<file path="src/rtl/pipe_hazard_ctrl.sv">
// Stall/flush sequencer for the 5-stage pipeline: load-use bubbles, EX redirects, data-memory waits.
// Define PIPE_CTRL_PERF_EN to build the stall_cycles / flush_events performance counters.
module pipe_hazard_ctrl #(
   parameter int unsigned LU_BUBBLES = 1
) (
   input  logic        clk,
   input  logic        rst,
   input  logic [4:0]  id_rs1,
   input  logic [4:0]  id_rs2,
   input  logic        id_use_rs1,
   input  logic        id_use_rs2,
   input  logic [4:0]  ex_rd,
   input  logic        ex_mem_read,
   input  logic        ex_redirect,
   input  logic        mem_req,
   input  logic        mem_ready,
   output logic        pc_en,
   output logic        if_id_stall,
   output logic        if_id_flush,
   output logic        id_ex_flush,
   output logic        pipe_hold,
   output logic        mem_wb_bubble,
   output logic [1:0]  state,
   output logic [31:0] stall_cycles,
   output logic [31:0] flush_events
);

   typedef enum logic [1:0] {
      StRun     = 2'd0,
      StLuStall = 2'd1,
      StMemWait = 2'd2
   } state_e;

   localparam logic [1:0] LuInit = 2'(LU_BUBBLES - 1);

   state_e     state_q, state_d;
   logic [1:0] lu_cnt_q, lu_cnt_d;
   logic       ret_q, ret_d;  // 1: resume LU_STALL after the memory wait

   logic lu_hit;
   logic mem_wait;
   logic act_wait;
   logic act_flush;
   logic act_lu;

   assign lu_hit = ex_mem_read && (ex_rd != 5'd0) &&
                   ((id_use_rs1 && (id_rs1 == ex_rd)) || (id_use_rs2 && (id_rs2 == ex_rd)));
   assign mem_wait = mem_req && !mem_ready;

   always_comb begin
      state_d   = state_q;
      lu_cnt_d  = lu_cnt_q;
      ret_d     = ret_q;
      act_wait  = 1'b0;
      act_flush = 1'b0;
      act_lu    = 1'b0;
      unique case (state_q)
         StRun: begin
            if (mem_wait) begin
               act_wait = 1'b1;
               ret_d    = 1'b0;
               state_d  = StMemWait;
            end else if (ex_redirect) begin
               act_flush = 1'b1;
            end else if (lu_hit) begin
               act_lu = 1'b1;
               if (LU_BUBBLES > 1) begin
                  lu_cnt_d = LuInit;
                  state_d  = StLuStall;
               end
            end
         end
         StLuStall: begin
            if (mem_wait) begin
               act_wait = 1'b1;
               ret_d    = 1'b1;
               state_d  = StMemWait;
            end else if (ex_redirect) begin
               // Redirect squashes the stalled ID instruction, so the stall is moot.
               act_flush = 1'b1;
               lu_cnt_d  = 2'd0;
               state_d   = StRun;
            end else begin
               act_lu   = 1'b1;
               lu_cnt_d = lu_cnt_q - 2'd1;
               if (lu_cnt_d == 2'd0) begin
                  state_d = StRun;
               end
            end
         end
         StMemWait: begin
            // The ready cycle only lets MEM drain; pending redirect/load-use wait one cycle.
            if (mem_wait) begin
               act_wait = 1'b1;
            end else if (ret_q) begin
               act_lu  = 1'b1;
               state_d = StLuStall;
            end else begin
               state_d = StRun;
            end
         end
         default: begin
            state_d = StRun;
         end
      endcase
   end

   assign pc_en         = !(act_wait || act_lu);
   assign if_id_stall   = act_wait || act_lu;
   assign if_id_flush   = act_flush;
   assign id_ex_flush   = act_flush || act_lu;
   assign pipe_hold     = act_wait;
   assign mem_wb_bubble = act_wait;
   assign state         = state_q;

   always_ff @(posedge clk or posedge rst) begin
      if (rst) begin
         state_q  <= StRun;
         lu_cnt_q <= 2'd0;
         ret_q    <= 1'b0;
      end else begin
         state_q  <= state_d;
         lu_cnt_q <= lu_cnt_d;
         ret_q    <= ret_d;
      end
   end

`ifdef PIPE_CTRL_PERF_EN
   logic [31:0] stall_cycles_q;
   logic [31:0] flush_events_q;

   always_ff @(posedge clk or posedge rst) begin
      if (rst) begin
         stall_cycles_q <= 32'd0;
         flush_events_q <= 32'd0;
      end else begin
         if (!pc_en) begin
            stall_cycles_q <= stall_cycles_q + 32'd1;
         end
         if (if_id_flush) begin
            flush_events_q <= flush_events_q + 32'd1;
         end
      end
   end

   assign stall_cycles = stall_cycles_q;
   assign flush_events = flush_events_q;
`else
   assign stall_cycles = 32'h0;
   assign flush_events = 32'h0;
`endif

endmodule

</file>
<file path="config.mk">
export PLATFORM = sky130hd
export DESIGN_NAME = pipe_hazard_ctrl
export DESIGN_NICKNAME = d
export VERILOG_FILES = /design/src/rtl/pipe_hazard_ctrl.sv
export SDC_FILE = /design/constraint.sdc
export NUM_CORES = 1
export LEC_CHECK = 0
export BUFFER_PORTS_ARGS = -buffer_cell sky130_fd_sc_hd__buf_2
export CAP_MARGIN = 20
export CORE_UTILIZATION = 39
export DETAILED_ROUTE_END_ITERATION = 10
export GPL_ROUTABILITY_DRIVEN = 0
export GPL_TIMING_DRIVEN = 0
export PLACE_DENSITY = 0.86
export SETUP_SLACK_MARGIN = 0.05
export SYNTH_ARGS = -nofsm -noshare
export SYNTH_HDL_FRONTEND = slang
export SYNTH_SLANG_ARGS = --single-unit
</file>
<file path="constraint.sdc">
create_clock -name clk -period 3.6 [get_ports clk]
set_clock_uncertainty 0.15 [all_clocks]
set_input_delay 0.9 -clock clk [delete_from_list [all_inputs] [get_ports clk]]
set_output_delay 0.9 -clock clk [all_outputs]
set_load 0.005 [all_outputs]
</file>
== After elaboration in Yosys (flattened, before gate mapping) ==
Index checks and enable logic that the tools add are counted.
Widths: inputs -> output; s select.

* Register bits after elaboration: 5
* Bits of input ports: 23

* $add $sub $neg: 1
* Equality and inequality tests: 8
* Mux-type cells: 24
* Bitwise gates (word level): 1
* Reduce and logical (&&, ||, !) cells: 19

{| class="wikitable"
|+ Operator list
! kind !! count
|-
| $mux 1 || 15
|-
| $mux 2 || 6
|-
| $eq 5x5->1 || 2
|-
| $ne 2x2->1 const B || 3
|-
| $pmux 2 s3 || 1
|-
| $reduce_and 3->1 || 2
|-
| $logic_and 1x1->1 || 5
|-
| $reduce_bool 5->1 || 1
|-
| $logic_not 2->1 || 2
|-
| $ne 4x4->1 const B || 1
|-
| $logic_or 1x1->1 || 3
|-
| $pmux 1 s3 || 1
|-
| $reduce_or 3->1 || 1
|-
| $eq 2x1->1 const B || 1
|-
| $eq 2x2->1 const B || 1
|-
| $logic_not 1->1 || 2
|-
| $pmux 1 s2 || 1
|-
| $reduce_and 2->1 || 1
|-
| $reduce_bool 2->1 || 1
|-
| $reduce_or 2->1 || 1
|-
| $sub 2x1->2 const B || 1
|-
| $not 1->1 || 1
|}

== Depth between registers and ports, before layout ==
* Word-level depth: 10
* Mapped depth: 5
* Gate-level depth less buffers: 4

== Worst setup path after synthesis ==
OpenSTA, ideal clock, no wires.

* Path type: input to output
* Start: input ex_rd[1]
* End: output id_ex_flush
* Data arrival time: 1867 ps
* Required time: 2550 ps
* Slack: 683 ps
* Stages: 4
* Path buffers: 0
* Path through: or4_1 -> o21a_1 -> o41ai_2 -> a21oi_1

* Word-level cells in the longest chain between the ends: 9
* Elaborated cells between the ends (all ways): 13

{| class="wikitable"
|+ RTL lines
! element !! RTL line !! text
|-
| start: declaration || 12 || <nowiki>input logic [4:0] ex_rd,</nowiki>
|-
| $eq 5x5->1 || 47 || <nowiki>((id_use_rs1 && (id_rs1 == ex_rd)) || (id_use_rs2 && (id_rs2 == ex_rd)));</nowiki>
|-
| $logic_and 1x1->1 || 47 ||
|-
| $logic_or 1x1->1 || 47 ||
|-
| $logic_and 1x1->1 (*) || 46 || <nowiki>assign lu_hit = ex_mem_read && (ex_rd != 5'd0) &&</nowiki>
|-
| $mux 1 (*) || 65 || <nowiki>end else if (lu_hit) begin</nowiki>
|-
| $mux 1 (*) || 63 || <nowiki>end else if (ex_redirect) begin</nowiki>
|-
| $mux 1 (*) || 59 || <nowiki>if (mem_wait) begin</nowiki>
|-
| $pmux 1 s3 (*) || 57 || <nowiki>unique case (state_q)</nowiki>
|-
| $logic_or 1x1->1 (*) || 111 || <nowiki>assign id_ex_flush = act_flush || act_lu;</nowiki>
|-
| end: declaration || 20 || <nowiki>output logic id_ex_flush,</nowiki>
|}

Every way passes the cells marked *; elsewhere a longest branch is shown, timed or not.

== Worst setup path after layout ==
Ends and elaborated chain as after synthesis.

==> reports/results.tsv <==
metric	value	unit
outcome	completed	
avgSynthCellArea	7.973	sq um
drt_iter0_drc	6	
final-hold-violation-count	0	
grt_pass1_vias	671	
reg2reg_depth	3	
synth-edff-count	0	
min_period	3.205	ns
port_buffers	30	
routed_wl	1710	um
dp_hpwl	1631	um
crit_required	2.55	ns
die_y	51.74	um
maxCapViolCount	0	
core_area	2276	sq um
clock.fmax	312.0	MHz
htreeDepth	1	
crit_path_start_kind	primary input	
finalSetupTns	0	ns
io_pins	95	
ctsHoldBuffers	0	
start_util	0.4239	
power	0.2549	mW
pre_cts_ws	0.3923	ns
antenna_cells	0	
holdCritPathClass	primary input to asynchronous set/reset pin	
power_density	180.5	nW/um^2
ys_types	27	
syn_area	964.7	sq um
clockBufferDepth	2	
grt_pass1_wl	2601	um
design_area	1413	sq um
cts_made_buffers	3	
critPathMaxFanout	3	
rsz0062_at_grt	no	
final_core_util	0.6207	
die_x	51.74	um
place_inst	242	
leakage	0.8911	nW
final-setup-viol-count	0	
ys_async_sr_fraction	1.000	
fin_ws	0.3953	ns
clk_latency	0.23	ns
postCtsSetupBuffers	0	
mostFrequentLayoutCell	buf_4	
path_class	primary input to output port	
ys_seq_area_frac	0.1297	
dieArea	2677	sq um
syn_inst	121	
syn2layout_area_growth	46.43	%
worst_setup_path_end_kind	output port	
overflow	0	
wl_per_cell	6.951	um
firstDrtPassIters	4	
ys_seq_elements	5	
grt_max_degree	11	
via_count	857	
fin_crit_sh	0.8902	
final_cell_mix	buf_4, conb_1, buf_2, xor2_1, a21oi_1	
postCtsResizedCells	0	
path_clk_slew	0.04	ns
ant_nets	0	
holdWs	0.3964	ns
grt_usage	0.1292	
fin_nets	243	
routed_via_density	3.484	
drc	0	
clock-root-buffer	clkbuf_4	
drive_above_1_share	0.4725	
worstPathArrival	2.15	ns
stdcell_count	246	
yosys_warnings	0	
ys.flop_type	dfrtp_1	
drv_slew	0	
ir_drop	0.1599	mV
cts_tree	built	
placement.cell_area	1386	sq um
antenna_found_initial	0	
clock-sinks	5	
row_count	17	
## kinds of logic (layout without fill, tap and decap cells)
logic type                 count (synthesis)  in the layout  share of synthesized area
and+or+nand+nor                           19             19                     0.1167
muxes                                      2              2                    0.02334
xor gates and xnor gates                  10             10                    0.09080
other                                      1             64                   0.003887
adders and majority gates                  1              1                    0.01297
AOI/OAI and AO/OA                         14             14                    0.09988
DFF                                        5              5                     0.1297
buffers and inverters                     69            103                     0.5227
## cell type report
| type | count | area [sq um] |
|---|---|---|
| multi-input cells | 110 | 571.8 |
| well taps | 28 | 35.03 |
| clock buffers | 4 | 26.28 |
| inverters | 2 | 7.507 |
| flip-flops and latches | 5 | 125.1 |
| repair buffers | 30 | 150.1 |
| plain buffers | 67 | 496.7 |
| fillers | 201 | 863.3 |
## sequential cells by signal (all words and copies together), names as in the netlist
register	flops
state	2
ret_q	1
lu_cnt_q	2
## critical path: stages
cell and delay, ns:
buf_2 0.12, or4_1 0.51, o21a_1 0.22, o41ai_2 0.21
a21oi_1 0.06, buf_2 0.14
## per-layer routing
metal / vias up / wire (um) / GRT usage
met2: 46 / 974 / 0.2619
met1: 349 / 563 / 0.1221
met5: - / 0 / 0
met4: 0 / 19 / 0.07207
met3: 4 / 152 / 0.01462
li1: 458 / - / -
## where the power goes
part	switching (mW)	internal, mW
clock	0.0201	0.0417
combinational	0.0536	0.0745
sequential	0.00289	0.0622
total	0.0766	0.178
## cell usage after synthesis (2+ instances only)
cell      instances  area [sq um]
buf_4            65         488.0
xor2_1            8         70.07
a21oi_1           6         30.03
dfrtp_1           5         125.1
nor2_1            4         15.01
nand3b_1          3         22.52
and2_0            2         12.51
inv_1             2         7.510
mux2_2            2         22.52
nand2b_1          2         12.51
nor3b_1           2         15.01
nor4_1            2         12.51
o21a_1            2         15.01
o21ai_0           2         10.01
xnor2_1           2         17.52
## final timing paths
kind	startpoint	to	slack, ns
min in group clk	lu_cnt_q[1]	lu_cnt_q[1]	0.40
setup reg to reg	state[1]	ret_q	2.17
max in group asynchronous	rst	state[1]	2.73
hold reg to reg	lu_cnt_q[1]	lu_cnt_q[1]	0.40
setup / recovery	ex_rd[1]	id_ex_flush	0.40
hold / removal	rst	ret_q	0.40
(Power assumes the default switching activity.)
